[config.mk]
export PLATFORM = sky130hd
export DESIGN_NAME = dlx_data_bus_router_flat
export DESIGN_NICKNAME = d
export VERILOG_FILES = /design/src/rtl/dlx_bus_pkg.sv /design/src/rtl/dlx_data_bus_router_if.sv /design/src/rtl/dlx_data_bus_router_timeout_cnt.sv /design/src/rtl/dlx_data_bus_router.sv /design/src/flat_wrapper.sv
export SDC_FILE = /design/constraint.sdc
export NUM_CORES = 1
export LEC_CHECK = 0
export CAP_MARGIN = 10
export CORE_MARGIN = 4
export CORE_UTILIZATION = 40
export DETAILED_ROUTE_END_ITERATION = 10
export PLACE_DENSITY = 0.9
export SLEW_MARGIN = 20
export SYNTH_ARGS = -nofsm -noshare
export SYNTH_HDL_FRONTEND = slang
export SYNTH_SLANG_ARGS = --single-unit
[constraint.sdc]
create_clock -name clk -period 4.3 [get_ports clk]
set_clock_uncertainty 0.2 [all_clocks]
set_input_delay 0.645 -clock clk [delete_from_list [all_inputs] [get_ports clk]]
set_output_delay 0.645 -clock clk [all_outputs]
set_load 0.05 [all_outputs]
[src/rtl/dlx_bus_pkg.sv]
`default_nettype none
// ============================================================================
// Module      : dlx_bus_pkg
// Description : Shared types and helpers for the DLX data-side bus router.
//               Contents:
//                 - FSM state encoding (IDLE / WAIT_ACK / RESP)
//                 - default error read-data word
//                 - slave-index extraction from a byte address
// Revision    : 1.0 - initial release
// ============================================================================
package dlx_bus_pkg;

  typedef enum logic [1:0] {
    IDLE     = 2'd0,
    WAIT_ACK = 2'd1,
    RESP     = 2'd2
  } bus_state_e;

  localparam logic [31:0] ERR_DATA_DEFAULT = 32'hDEAD_BEEF;

  // Returns the top sel_bits of an addr_width-bit address. The address is
  // passed zero-extended to 64 bits so one helper serves any ADDR_WIDTH.
  function automatic int unsigned slave_index(input logic [63:0] addr,
                                              input int unsigned addr_width,
                                              input int unsigned sel_bits);
    logic [63:0] shifted;
    logic [63:0] mask;
    shifted = addr >> (addr_width - sel_bits);
    mask    = (64'd1 << sel_bits) - 64'd1;
    return 32'(shifted & mask);
  endfunction

endpackage
`default_nettype wire

[src/rtl/dlx_data_bus_router_if.sv]
`default_nettype none
// ============================================================================
// Module      : dlx_data_bus_router_if
// Description : Bundles the processor data port and the per-slave bus of the
//               DLX data bus router.
//               master modport : processor + slave models side
//               slave modport  : router side
// Revision    : 1.0 - initial release
// ============================================================================
interface dlx_data_bus_router_if #(
  parameter int DATA_WIDTH = 32,
  parameter int ADDR_WIDTH = 32,
  parameter int NUM_SLAVES = 4
);

  // Processor side
  logic                             data_rd_en;
  logic                             data_wr_en;
  logic [ADDR_WIDTH-1:0]            data_addr;
  logic [DATA_WIDTH-1:0]            data_write;
  logic [DATA_WIDTH-1:0]            data_read;
  logic                             data_valid;
  logic                             data_busy;
  logic                             bus_err;

  // Slave side
  logic [NUM_SLAVES-1:0]            slv_rd_en;
  logic [NUM_SLAVES-1:0]            slv_wr_en;
  logic [ADDR_WIDTH-1:0]            slv_addr;
  logic [DATA_WIDTH-1:0]            slv_wr_data;
  logic [NUM_SLAVES*DATA_WIDTH-1:0] slv_rd_data;
  logic [NUM_SLAVES-1:0]            slv_ack;

  modport master (
    output data_rd_en, data_wr_en, data_addr, data_write,
    input  data_read, data_valid, data_busy, bus_err,
    input  slv_rd_en, slv_wr_en, slv_addr, slv_wr_data,
    output slv_rd_data, slv_ack
  );

  modport slave (
    input  data_rd_en, data_wr_en, data_addr, data_write,
    output data_read, data_valid, data_busy, bus_err,
    output slv_rd_en, slv_wr_en, slv_addr, slv_wr_data,
    input  slv_rd_data, slv_ack
  );

endinterface
`default_nettype wire

[src/rtl/dlx_data_bus_router_timeout_cnt.sv]
`default_nettype none
// ============================================================================
// Module      : bus_timeout_cnt
// Description : Ack-wait watchdog counter for the DLX data bus router.
//               Only instantiated when DATA_BUS_ROUTER_TIMEOUT_EN is defined.
// Ports       : clk, rst_n (async, active-low)
//               clr    - zero the count (entry into the wait state)
//               en     - count one wait cycle
//               expire - high in the TIMEOUT_CYCLES-th enabled cycle
// Revision    : 1.0 - initial release
// ============================================================================
module bus_timeout_cnt #(
  parameter int TIMEOUT_CYCLES = 255
) (
  input  logic clk,
  input  logic rst_n,
  input  logic clr,
  input  logic en,
  output logic expire
);

  localparam int CNT_W = $clog2(TIMEOUT_CYCLES + 1);

  logic [CNT_W-1:0] cnt_q;
  logic [CNT_W-1:0] cnt_d;

  // Count starts at 0 in the first wait cycle, so the last permitted wait
  // cycle is the one where the count reads TIMEOUT_CYCLES-1.
  assign expire = en && (cnt_q == CNT_W'(TIMEOUT_CYCLES - 1));

  always_comb begin
    cnt_d = cnt_q;
    if (clr) begin
      cnt_d = '0;
    end else if (en && !expire) begin
      cnt_d = cnt_q + CNT_W'(1);
    end
  end

  always_ff @(posedge clk or negedge rst_n) begin
    if (!rst_n) begin
      cnt_q <= '0;
    end else begin
      cnt_q <= cnt_d;
    end
  end

endmodule
`default_nettype wire

[src/rtl/dlx_data_bus_router.sv]
`default_nettype none
// ============================================================================
// Module      : dlx_data_bus_router
// Description : N-way data-side bus router between the DLX data port and
//               NUM_SLAVES memory-mapped slaves. The top SEL_BITS address
//               bits pick the slave; requests complete through a registered
//               strobe/ack handshake with a one-cycle data_valid pulse.
//               Unmapped addresses and simultaneous read+write requests end
//               in an error response (bus_err, ERR_DATA for reads).
// Ports       : clk, rst_n (async, active-low), bus (slave modport of
//               dlx_data_bus_router_if: processor port + slave channels)
// Options     : DATA_BUS_ROUTER_TIMEOUT_EN - ack-wait watchdog
//               (TIMEOUT_CYCLES); absent by default.
// Revision    : 1.0 - initial release
// ============================================================================
module dlx_data_bus_router
  import dlx_bus_pkg::*;
#(
  parameter int                    DATA_WIDTH     = 32,
  parameter int                    ADDR_WIDTH     = 32,
  parameter int                    NUM_SLAVES     = 4,
  parameter int                    SEL_BITS       = 2,
  parameter int                    TIMEOUT_CYCLES = 255,
  parameter logic [DATA_WIDTH-1:0] ERR_DATA       = ERR_DATA_DEFAULT
) (
  input  logic                  clk,
  input  logic                  rst_n,
  dlx_data_bus_router_if.slave  bus
);

  // Clears the select bits so slaves see a local address.
  localparam logic [ADDR_WIDTH-1:0] ADDR_KEEP = {ADDR_WIDTH{1'b1}} >> SEL_BITS;

  bus_state_e            state_q,       state_d;
  logic [SEL_BITS-1:0]   idx_q,         idx_d;
  logic                  is_rd_q,       is_rd_d;
  logic [DATA_WIDTH-1:0] data_read_q,   data_read_d;
  logic                  data_valid_q,  data_valid_d;
  logic                  data_busy_q,   data_busy_d;
  logic                  bus_err_q,     bus_err_d;
  logic [NUM_SLAVES-1:0] slv_rd_en_q,   slv_rd_en_d;
  logic [NUM_SLAVES-1:0] slv_wr_en_q,   slv_wr_en_d;
  logic [ADDR_WIDTH-1:0] slv_addr_q,    slv_addr_d;
  logic [DATA_WIDTH-1:0] slv_wr_data_q, slv_wr_data_d;

  logic                  req_idx_valid;
  logic [SEL_BITS-1:0]   req_idx;
  logic                  timeout_expire;

  assign req_idx       = SEL_BITS'(slave_index(64'(bus.data_addr), ADDR_WIDTH, SEL_BITS));
  assign req_idx_valid = int'(req_idx) < NUM_SLAVES;

`ifdef DATA_BUS_ROUTER_TIMEOUT_EN
  logic to_clr;
  logic to_en;

  assign to_clr = (state_q != WAIT_ACK) && (state_d == WAIT_ACK);
  assign to_en  = (state_q == WAIT_ACK);

  bus_timeout_cnt #(
    .TIMEOUT_CYCLES (TIMEOUT_CYCLES)
  ) u_timeout_cnt (
    .clk    (clk),
    .rst_n  (rst_n),
    .clr    (to_clr),
    .en     (to_en),
    .expire (timeout_expire)
  );
`else
  // No watchdog: the ack wait is unbounded. The comparison is constant-false
  // and keeps TIMEOUT_CYCLES referenced in this build.
  assign timeout_expire = (TIMEOUT_CYCLES < 0);
`endif

  always_comb begin
    state_d       = state_q;
    idx_d         = idx_q;
    is_rd_d       = is_rd_q;
    data_read_d   = data_read_q;
    data_valid_d  = 1'b0;
    data_busy_d   = data_busy_q;
    bus_err_d     = 1'b0;
    slv_addr_d    = slv_addr_q;
    slv_wr_data_d = slv_wr_data_q;
    slv_rd_en_d   = '0;
    slv_wr_en_d   = '0;

    unique case (state_q)
      IDLE: begin
        if (bus.data_rd_en || bus.data_wr_en) begin
          data_busy_d   = 1'b1;
          idx_d         = req_idx;
          is_rd_d       = bus.data_rd_en;
          slv_addr_d    = bus.data_addr & ADDR_KEEP;
          slv_wr_data_d = bus.data_write;
          if ((bus.data_rd_en && bus.data_wr_en) || !req_idx_valid) begin
            state_d      = RESP;
            data_valid_d = 1'b1;
            bus_err_d    = 1'b1;
            if (bus.data_rd_en) begin
              data_read_d = ERR_DATA;
            end
          end else begin
            state_d = WAIT_ACK;
          end
        end
      end

      WAIT_ACK: begin
        // Only the selected slave's ack counts; an ack wins over a
        // simultaneous watchdog expiry.
        if (bus.slv_ack[idx_q]) begin
          state_d      = RESP;
          data_valid_d = 1'b1;
          if (is_rd_q) begin
            data_read_d = bus.slv_rd_data[int'(idx_q)*DATA_WIDTH +: DATA_WIDTH];
          end
        end else if (timeout_expire) begin
          state_d      = RESP;
          data_valid_d = 1'b1;
          bus_err_d    = 1'b1;
          if (is_rd_q) begin
            data_read_d = ERR_DATA;
          end
        end
      end

      RESP: begin
        state_d     = IDLE;
        data_busy_d = 1'b0;
      end

      default: begin
        state_d     = IDLE;
        data_busy_d = 1'b0;
      end
    endcase

    // Strobes are registered: high for every cycle spent in WAIT_ACK.
    if (state_d == WAIT_ACK) begin
      for (int i = 0; i < NUM_SLAVES; i++) begin
        slv_rd_en_d[i] =  is_rd_d && (int'(idx_d) == i);
        slv_wr_en_d[i] = !is_rd_d && (int'(idx_d) == i);
      end
    end
  end

  always_ff @(posedge clk or negedge rst_n) begin
    if (!rst_n) begin
      state_q       <= IDLE;
      idx_q         <= '0;
      is_rd_q       <= 1'b0;
      data_read_q   <= '0;
      data_valid_q  <= 1'b0;
      data_busy_q   <= 1'b0;
      bus_err_q     <= 1'b0;
      slv_rd_en_q   <= '0;
      slv_wr_en_q   <= '0;
      slv_addr_q    <= '0;
      slv_wr_data_q <= '0;
    end else begin
      state_q       <= state_d;
      idx_q         <= idx_d;
      is_rd_q       <= is_rd_d;
      data_read_q   <= data_read_d;
      data_valid_q  <= data_valid_d;
      data_busy_q   <= data_busy_d;
      bus_err_q     <= bus_err_d;
      slv_rd_en_q   <= slv_rd_en_d;
      slv_wr_en_q   <= slv_wr_en_d;
      slv_addr_q    <= slv_addr_d;
      slv_wr_data_q <= slv_wr_data_d;
    end
  end

  assign bus.data_read   = data_read_q;
  assign bus.data_valid  = data_valid_q;
  assign bus.data_busy   = data_busy_q;
  assign bus.bus_err     = bus_err_q;
  assign bus.slv_rd_en   = slv_rd_en_q;
  assign bus.slv_wr_en   = slv_wr_en_q;
  assign bus.slv_addr    = slv_addr_q;
  assign bus.slv_wr_data = slv_wr_data_q;

endmodule
`default_nettype wire

[src/flat_wrapper.sv]
// flat-port wrapper written by rule: the top's interface ports become plain ports
module dlx_data_bus_router_flat import dlx_bus_pkg::*;
#(
  parameter int                    DATA_WIDTH     = 32,
  parameter int                    ADDR_WIDTH     = 32,
  parameter int                    NUM_SLAVES     = 4,
  parameter int                    SEL_BITS       = 2,
  parameter int                    TIMEOUT_CYCLES = 255,
  parameter logic [DATA_WIDTH-1:0] ERR_DATA       = ERR_DATA_DEFAULT
)
  (clk, rst_n, bus_data_rd_en, bus_data_wr_en, bus_data_addr, bus_data_write, bus_data_read, bus_data_valid, bus_data_busy, bus_bus_err, bus_slv_rd_en, bus_slv_wr_en, bus_slv_addr, bus_slv_wr_data, bus_slv_rd_data, bus_slv_ack);
  dlx_data_bus_router_if #(.DATA_WIDTH(DATA_WIDTH), .ADDR_WIDTH(ADDR_WIDTH), .NUM_SLAVES(NUM_SLAVES)) bus_i ();
  input  logic clk;
  input  logic rst_n;
  input wire logic [$bits(bus_i.data_rd_en)-1:0] bus_data_rd_en;
  input wire logic [$bits(bus_i.data_wr_en)-1:0] bus_data_wr_en;
  input wire logic [$bits(bus_i.data_addr)-1:0] bus_data_addr;
  input wire logic [$bits(bus_i.data_write)-1:0] bus_data_write;
  output wire logic [$bits(bus_i.data_read)-1:0] bus_data_read;
  output wire logic [$bits(bus_i.data_valid)-1:0] bus_data_valid;
  output wire logic [$bits(bus_i.data_busy)-1:0] bus_data_busy;
  output wire logic [$bits(bus_i.bus_err)-1:0] bus_bus_err;
  output wire logic [$bits(bus_i.slv_rd_en)-1:0] bus_slv_rd_en;
  output wire logic [$bits(bus_i.slv_wr_en)-1:0] bus_slv_wr_en;
  output wire logic [$bits(bus_i.slv_addr)-1:0] bus_slv_addr;
  output wire logic [$bits(bus_i.slv_wr_data)-1:0] bus_slv_wr_data;
  input wire logic [$bits(bus_i.slv_rd_data)-1:0] bus_slv_rd_data;
  input wire logic [$bits(bus_i.slv_ack)-1:0] bus_slv_ack;
  assign bus_i.data_rd_en = bus_data_rd_en;
  assign bus_i.data_wr_en = bus_data_wr_en;
  assign bus_i.data_addr = bus_data_addr;
  assign bus_i.data_write = bus_data_write;
  assign bus_data_read = bus_i.data_read;
  assign bus_data_valid = bus_i.data_valid;
  assign bus_data_busy = bus_i.data_busy;
  assign bus_bus_err = bus_i.bus_err;
  assign bus_slv_rd_en = bus_i.slv_rd_en;
  assign bus_slv_wr_en = bus_i.slv_wr_en;
  assign bus_slv_addr = bus_i.slv_addr;
  assign bus_slv_wr_data = bus_i.slv_wr_data;
  assign bus_i.slv_rd_data = bus_slv_rd_data;
  assign bus_i.slv_ack = bus_slv_ack;
  dlx_data_bus_router #(.DATA_WIDTH(DATA_WIDTH), .ADDR_WIDTH(ADDR_WIDTH), .NUM_SLAVES(NUM_SLAVES), .SEL_BITS(SEL_BITS), .TIMEOUT_CYCLES(TIMEOUT_CYCLES), .ERR_DATA(ERR_DATA)) u_core (.clk(clk), .rst_n(rst_n), .bus(bus_i));
endmodule
======== Yosys cells after proc, flatten, opt, wreduce, memory -nomap -nowiden ========
Cells that the tools add are included.
storage, ports and cells
  output and inout port bits .............. 107
  word-level logic and storage cells ...... 66
  register bits ........................... 110
cells by class
  reductions and logical operators ........ 17
  bitwise logic cells ..................... 1
  shifts and indexed selects .............. 1
  multiplexer cells ....................... 25
  order comparisons ....................... 1
  eq/ne operators ......................... 10
operators with widths
  cell                                                         number
  two-way mux 32 bit                                           5
  indexed part select 128 x 8 -> 32 bit                        1
  case mux 32 bit (2 select lines)                             1
  two-way mux 2 bit                                            5
  logical AND 1 bit                                            9
  two-way mux 1 bit                                            8
  two-way mux 4 bit                                            2
  != test 2 x 1 -> 1 bit (second input constant)               4
  equality test 2 x 1 -> 1 bit (second input constant)         3
  AND reduction 6 bit                                          1
  equality test 2 bit (second input constant)                  2
  logical NOT 2 bit                                            2
  case mux 1 bit (2 select lines)                              2
  case mux 2 bit (2 select lines)                              1
  AND reduction 2 bit                                          2
  less-than comparator 2 x 3 -> 1 bit (second input constant)  1
  binary-select mux 1 bit (select 2 bit)                       1
  != test 2 bit (second input constant)                        1
  nonzero test 2 bit                                           1
  logical NOT 1 bit                                            1
  logical OR 1 bit                                             1
  NOT 1 bit                                                    1

======== Longest topological paths before layout ========
Gate-level depths: netlist (run 1).
  depth in word-level cells ............... 6
  depth in mapped cells ................... 6
  mapped depth without buffers ............ 5

======== Worst setup path after synthesis (run 1) ========
No wires, ideal clock.
  path type ............................... reg-to-reg
  from .................................... register u_core.idx_q[0]
  to ...................................... register u_core.data_read_q[0] (netlist: u_core.bus.data_read[0])
  period minus slack after synthesis ...... 1.826 ns
  stages on the path, launching flop included .. 5
  slack ................................... 2.474 ns
  path buffers ............................ 2
  arrival time ............................ 1.505 ns
  cell sequence ........................... dfrtp_1 -> buf_2 -> buf_2 -> mux4_2 -> o22a_1
on the way
  cells in the longest elaborated chain, start to end .. 4
  elaborated cells between the ends (all ways) .. 8
  those cells by class .................... 1 x eq/ne; 1 x shift; 5 x mux; 1 x reduce/logical
RTL lines
  element                                                                                          RTL line                                                RTL
  start: declaration                                                                               dlx_data_bus_router.sv:35                               logic [SEL_BITS-1:0] idx_q, idx_d;
  start signal: assignment                                                                         dlx_data_bus_router.sv:163                              idx_q <= idx_d;
  indexed part select 128 x 8 -> 32 bit or binary-select mux 1 bit (select 2 bit) (tied branches)  dlx_data_bus_router.sv:116, dlx_data_bus_router.sv:112
  two-way mux 32 bit or two-way mux 1 bit (tied branches)                                          dlx_data_bus_router.sv:115, dlx_data_bus_router.sv:112
  two-way mux 32 bit or != test 2 x 1 -> 1 bit (tied branches)                                     -
  case mux 32 bit (2 select lines) or AND reduction 6 bit (tied branches)                          -
  end signal: assignment                                                                           dlx_data_bus_router.sv:165                              data_read_q <= data_read_d;
  end: declaration                                                                                 dlx_data_bus_router.sv:37                               logic [DATA_WIDTH-1:0] data_read_q, data_read_d;
Several ways; a longest one is shown, not always the timed one. The select of a mux whose other input is x is not followed.
A chain may end at the register's enable or synchronous reset.

======== Final worst setup path (run 1) ========
  from .................................... input bus_data_rd_en
  to ...................................... register u_core.slv_wr_data_q[21] (netlist: u_core.bus.slv_wr_data[21])
on the way
  cells in the longest elaborated chain, start to end .. 2
RTL lines
  element                        RTL line                    RTL
  start: declaration             flat_wrapper.sv:15          input wire logic [$bits(bus_i.data_rd_en)-1:0] bus_data_rd_en;
  logical OR 1 bit               dlx_data_bus_router.sv:90   if (bus.data_rd_en || bus.data_wr_en) begin
  AND reduction 2 bit (no line)  -
  end signal: assignment         dlx_data_bus_router.sv:172  slv_wr_data_q <= slv_wr_data_d;
  end: declaration               dlx_data_bus_router.sv:44   logic [DATA_WIDTH-1:0] slv_wr_data_q, slv_wr_data_d;
No other way between the ends.

==> results of run 1 <==
-- layout by cell type, fill, tap and decap left out, types with 2 or more instances in the layout --
master and instances:
clkdlybuf4s50_1 303, dfrtp_1 109, mux2_2 62, mux4_2 32, o22a_1 24, inv_1 21, o22ai_1 9, clkbuf_16 9
nor3_1 8, buf_4 5, mux2i_4 4, a21o_1 4, nand2_1 3, nor2_2 2, conb_1 2, inv_6 2
clkbuf_1 2
-- routing by layer --
metal	global-route usage, %	vias up	wire length [um]
li1	-	1798	-
met1	23.9	1964	5550
met2	36.5	214	7970
met3	6.08	34	1420
met4	10.0	0	552
met5	0	-	0
-- worst min-delay path by stage --
stage                                     startpoint                                    end  slack, ps  cells past startpoint
3_5_place_dp   u_core.bus.slv_wr_data[1]$_DFFE_PN0P_  u_core.bus.slv_wr_data[1]$_DFFE_PN0P_        290                      1
4_1_cts        u_core.bus.slv_wr_data[1]$_DFFE_PN0P_  u_core.bus.slv_wr_data[1]$_DFFE_PN0P_        310                      1
5_1_grt                                        rst_n  u_core.bus.slv_wr_data[5]$_DFFE_PN0P_        250                      1
6_report                                       rst_n  u_core.bus.slv_wr_data[5]$_DFFE_PN0P_        190                      1
3_3_place_gp      u_core.bus.slv_addr[6]$_DFFE_PN0P_     u_core.bus.slv_addr[6]$_DFFE_PN0P_        290                      1
2_1_floorplan                                  rst_n           u_core.bus.bus_err$_DFF_PN0_        150                      0
-- cells in the mapped netlist --
cell        n  area [sq um]
nand3_2     1          10.0
nand3_1     1          5.00
nor2_2      2          12.5
nor2_8      1          20.0
and2b_1     1          7.51
and3b_4     1          12.5
conb_1      1          3.75
o21ai_0     1          5.00
o22ai_1     9          56.3
a21o_1      4          30.0
clkbuf_1    3          11.3
buf_6       4          45.0
mux2i_4     4          90.1
a221oi_4    1          26.3
and3_1      1          6.26
mux4_2     32           721
buf_2       6          30.0
xor2_1      1          8.76
dfrtp_1   110          2750
or2_4       1          8.76
buf_4       9          67.6
a222oi_1    1          10.0
o22a_1     24           210
nor3_1      8          40.0
nor3b_2     1          12.5
a22oi_1     1          7.51
nand2_1     3          11.3
inv_1      21          78.8
a21oi_1     1          5.00
or2_2       1          6.26
mux2_2     62           698
nand3b_1    1          7.51
a211o_1     1          8.76
-- stage by stage --
step / total power [uW] / util (%) / hold slack [ps]
2_1_floorplan: 4880 / - / 149
6_report: 7080 / 69.6 / 187
3_5_place_dp: 6300 / 67.1 / 295
3_3_place_gp: 6180 / 67.1 / 289
4_1_cts: 7150 / 69.6 / 310
5_1_grt: 7390 / 69.6 / 249
-- power by group through the flow --
stage          combinational (uW)  sequential, uW  clock [uW]
4_1_cts                      4420            1870         860
3_5_place_dp                 4410            1880           0
3_3_place_gp                 4330            1850           0
6_report                     4390            1860         836
2_1_floorplan                1470            3400           0
5_1_grt                      4560            1920         905
-- registers in the layout (all words and copies together), names as in the netlist, 2 cells and up --
name and cells:
u_core.state_q 2, u_core.bus.slv_wr_en 4, u_core.bus.slv_wr_data 32, u_core.bus.slv_rd_en 4, u_core.idx_q 2, u_core.bus.slv_addr 30, u_core.bus.data_read 32
-- final cells by class --
| type | instances | area (sq um) |
|---|---|---|
| well taps | 168 | 210 |
| repair buffers | 309 | 3080 |
| clock inverters | 4 | 52.6 |
| multi-input cells | 167 | 2040 |
| flip-flops and latches | 110 | 2750 |
| clock buffers | 12 | 246 |
| inverters | 21 | 78.8 |
| fillers | 830 | 3690 |
-- logic make-up (layout without fill, tap and decap cells) --
| logic type | after synthesis | after routing | synth area share [%] |
|---|---|---|---|
| other cells | 1 | 2 | 0.0746 |
| flops | 110 | 110 | 54.8 |
| simple gates | 23 | 23 | 3.19 |
| mux | 98 | 98 | 30.0 |
| xor+xnor | 1 | 1 | 0.174 |
| buf+inv | 43 | 346 | 4.63 |
| compound gates | 43 | 43 | 7.14 |
==> flow_summary.json, run 1 <==
{
  "row_count": 40,
  "setup_viol": 0,
  "crit_path_cell_trace": "clkdlybuf4s50_1 -> nor2_2 -> nor2_8 -> buf_4 -> mux2_2",
  "hpwl_mm": 12.6,
  "antenna_found_initial": 0,
  "place_area_sq_um": 8170,
  "p_leak_uw": 0.00335,
  "io_pins": 307,
  "cp.arrival_ps": 2740,
  "reg2reg_setup_slack_ps": 1790,
  "stdcell_count": 791,
  "syn_to_final_growth_pct": 68.5,
  "cts-htree-levels": 3,
  "required_ps": 4320,
  "hp-class": "primary input to asynchronous set/reset pin",
  "fin_tns_setup_ps": 0,
  "p_switching_uw": 3290,
  "endpoint_kind": "register",
  "powerDensity_nw_per_um2": 836,
  "ys_warn_count": 0,
  "syn_area_sq_um": 5030,
  "rsz0062_at_grt": "no",
  "firstDrtPassIters": 5,
  "placed_cells": 775,
  "ys_seq_area_share_pct": 54.8,
  "status": "complete, no violations",
  "critPathMaxFanout": 45,
  "portBuffers": 304,
  "layout_min_cycle_time_ps": 2720,
  "synthDistinctLibCells": 33,
  "grt_max_degree": 94,
  "die_x_um": 120,
  "finalHoldViolations": 0,
  "grt_pass1_wl_mm": 23.6,
  "clockPowerShare_pct": 11.8,
  "crit_slowest_cell": "clkdlybuf4s50_1",
  "cts_made_buffers": 9,
  "final_nets": 818,
  "cts_root_buf": "clkbuf_16",
  "r2r-end": "u_core.bus.slv_wr_data[21]$_DFFE_PN0P_",
  "p_int_uw": 3790,
  "die_h_um": 120,
  "cp_top_family": "buffers and inverters",
  "fin_crit_sh_pct": 63.3,
  "via_per_inst": 5.07,
  "worst_pin_slew_ps": 822,
  "ctsHoldBuffers": 0,
  "p_comb_share_pct": 62.0,
  "drc": 0,
  "dieArea_sq_um": 14400,
  "crit_end": "u_core.bus.slv_wr_data[21]$_DFFE_PN0P_",
  "cp-startpoint": "bus_data_rd_en",
  "irDropWorstVdd_v": 0.000391,
  "gp_congestion": 0.881,
  "cp-start-kind": "primary input",
  "max_freq_ghz": 0.368,
  "switching_share_pct": 46.5,
  "relSlewSlack_pct": 45.2,
  "synthCells": 319,
  "grt_use_total_pct": 21.1,
  "vias": 4010,
  "start_util_pct": 41.3,
  "drive_above_1_share_pct": 20.5,
  "cts_resized": 0,
  "path_depth": 5,
  "wl_per_cell_um": 19.6,
  "grt_remaining_overflow": 0,
  "dp_slack_ps": 1230,
  "drt-initial-drc-count": 171,
  "clockBufferDepth": 2,
  "avgSynthCellArea_sq_um": 15.8,
  "design_area_sq_um": 8470,
  "path_buf_inv": 2,
  "clock_latency_ps": 340,
  "antenna_left": 0,
  "core_sq_um": 12200,
  "r2r-start": "u_core.state_q[1]$_DFF_PN0_",
  "setup_ws_ps": 1580,
  "path_class": "primary input to register",
  "grt_pass1_vias": 4436,
  "slew_violations": 0,
  "rr_worst_depth": 4,
  "cts.reportedPaths.clkPinSlew_ps": 70,
  "pwr-share-seq_pct": 26.2,
  "wirelength_mm": 15.5,
  "cts_num_sinks": 110,
  "antenna_cells": 0,
  "cts_tree": "built",
  "ys_ff_latch": 110,
  "postCtsSetupRepairBufs": 0,
  "cpPeakStageDelay_ps": 590,
  "drv_cap": 0
}
Note: power is estimated with default switching activity, not from simulation.
==> run 2, diff against run 1 <==
CORE_UTILIZATION = 34   (was 40)
PLACE_DENSITY = 0.81   (was 0.9)
clock period = 2.5 ns   (was 4.3 ns; I/O delays follow)
==> flow_summary.json, run 2 (synthesized netlist as in run 1, its figures left out) <==
{
  "setup_viol": 0,
  "clockBufferDepth": 2,
  "drc": 0,
  "status": "complete, no violations",
  "r2r-start": "u_core.state_q[1]$_DFF_PN0_",
  "dp_slack_ps": 120,
  "crit_slowest_cell": "clkdlybuf4s50_1",
  "r2r-end": "u_core.bus.slv_wr_data[21]$_DFFE_PN0P_",
  "grt_pass1_wl_mm": 22.5,
  "hold_path_depth": 1,
  "hpwl_mm": 12.4,
  "crit_path_cell_trace": "clkdlybuf4s50_1",
  "relSlewSlack_pct": 57.8,
  "cts_tree": "built",
  "fill_cells": 1153,
  "firstDrtPassIters": 4,
  "final_nets": 823,
  "cp.arrival_ps": 1570,
  "fin_tns_setup_ps": 0,
  "finalHoldViolations": 0,
  "antenna_found_initial": 0,
  "drt-initial-drc-count": 172,
  "drv_cap": 0,
  "antenna_cells": 0,
  "fin_crit_sh_pct": 86.0,
  "cts_num_sinks": 110,
  "critPathMaxFanout": 2,
  "grt_remaining_overflow": 0,
  "mostFrequentLayoutCells": "clkdlybuf4s50_1 (302), dfrtp_1 (109), mux2_2 (62)",
  "rsz0062_at_grt": "no",
  "place_area_sq_um": 8280,
  "crit_end": "bus_data_busy",
  "irDropWorstVdd_v": 0.000666,
  "path_depth": 1,
  "cp_top_family": "buffers and inverters",
  "layout_min_cycle_time_ps": 2150,
  "gp_congestion": 0.832,
  "cpPeakStageDelay_ps": 870,
  "p_leak_uw": 0.00339,
  "max_freq_ghz": 0.465,
  "postCtsSetupRepairBufs": 0,
  "start_util_pct": 34.6,
  "die_h_um": 130,
  "powerDensity_nw_per_um2": 1420,
  "clock_latency_ps": 340,
  "p_total_uw": 12200,
  "cp-start-kind": "register",
  "core_sq_um": 14500,
  "cts-htree-levels": 3,
  "antenna_left": 0,
  "die_x_um": 130,
  "path_class": "register to output port",
  "required_ps": 1920,
  "portBuffers": 304,
  "grt_pass1_vias": 4370,
  "cp-startpoint": "u_core.bus.data_busy$_DFFE_PN0P_",
  "io_pins": 307,
  "fin_hold_ws_ps": 306,
  "design_area_sq_um": 8580,
  "cts.reportedPaths.clkPinSlew_ps": 70,
  "dieArea_sq_um": 16800,
  "wl_per_cell_um": 18.4,
  "drive_above_1_share_pct": 21.2,
  "path_buf_inv": 1,
  "vias": 3931,
  "endpoint_kind": "output port",
  "worst_pin_slew_ps": 632,
  "setup_ws_ps": 351,
  "row_count": 44,
  "reg2reg_setup_slack_ps": 460,
  "cts_root_buf": "clkbuf_16",
  "grt_use_total_pct": 17.3,
  "seqCellArea_sq_um": 2750,
  "multi_input_area_sq_um": 2040,
  "grt_max_degree": 52,
  "hp-class": "register to register",
  "wirelength_mm": 14.9,
  "via_per_inst": 4.84,
  "rr_worst_depth": 4,
  "syn_to_final_growth_pct": 70.6,
  "slew_violations": 0,
  "layout_commonest_cell": "clkdlybuf4s50_1",
  "cts_made_buffers": 9
}
## run 2: worst min path at each step
stage	startpoint	endpoint	slack [ps]
after floorplan	rst_n	u_core.bus.bus_err$_DFF_PN0_	-120
after global routing	u_core.bus.slv_wr_data[9]$_DFFE_PN0P_	u_core.bus.slv_wr_data[9]$_DFFE_PN0P_	320
final	u_core.bus.slv_wr_data[19]$_DFFE_PN0P_	u_core.bus.slv_wr_data[19]$_DFFE_PN0P_	310
after CTS	u_core.bus.slv_wr_data[11]$_DFFE_PN0P_	u_core.bus.slv_wr_data[11]$_DFFE_PN0P_	310
after detailed placement	rst_n	u_core.bus.slv_addr[26]$_DFFE_PN0P_	240
after global placement	rst_n	u_core.bus.slv_wr_data[4]$_DFFE_PN0P_	230
## run 2: per-stage QoR
stage / utilization [%] / instances
final: 59.0 / 812
after CTS: 59.0 / 812
after floorplan: - / 320
after detailed placement: 56.9 / 795
after global routing: 59.0 / 812
after global placement: 56.9 / 795
## run 2: area by class of cell
class	count	area share [%]
Timing Repair Buffer	314	37.1
Multi-Input combinational cell	167	23.8
Tap cell	184	2.68
Clock inverter	5	0.686
Sequential cell	110	32.1
Clock buffer	11	2.71
Inverter	21	0.919
## run 2: report_power, final
group	total, uW	switching, uW	internal, uW
registers	3110	485	2630
logic	7680	4490	3190
clock network	1390	612	781
total	12200	5590	6600
## run 2: timing repair
item                                   in CTS  in global routing
hold buffers                                1                  0
endpoints found under the hold margin      49                  0
resized for setup                           0                  0
## run 2: routing by layer
layer / vias up / share of wire [%] / wire length [um] / track usage, %
met5: - / 0 / 0 / 0
met4: 0 / 1.9 / 287 / 6.05
met3: 17 / 11 / 1600 / 5.52
met2: 202 / 51 / 7640 / 31.0
met1: 1914 / 36 / 5400 / 19.4
li1: 1798 / - / - / -
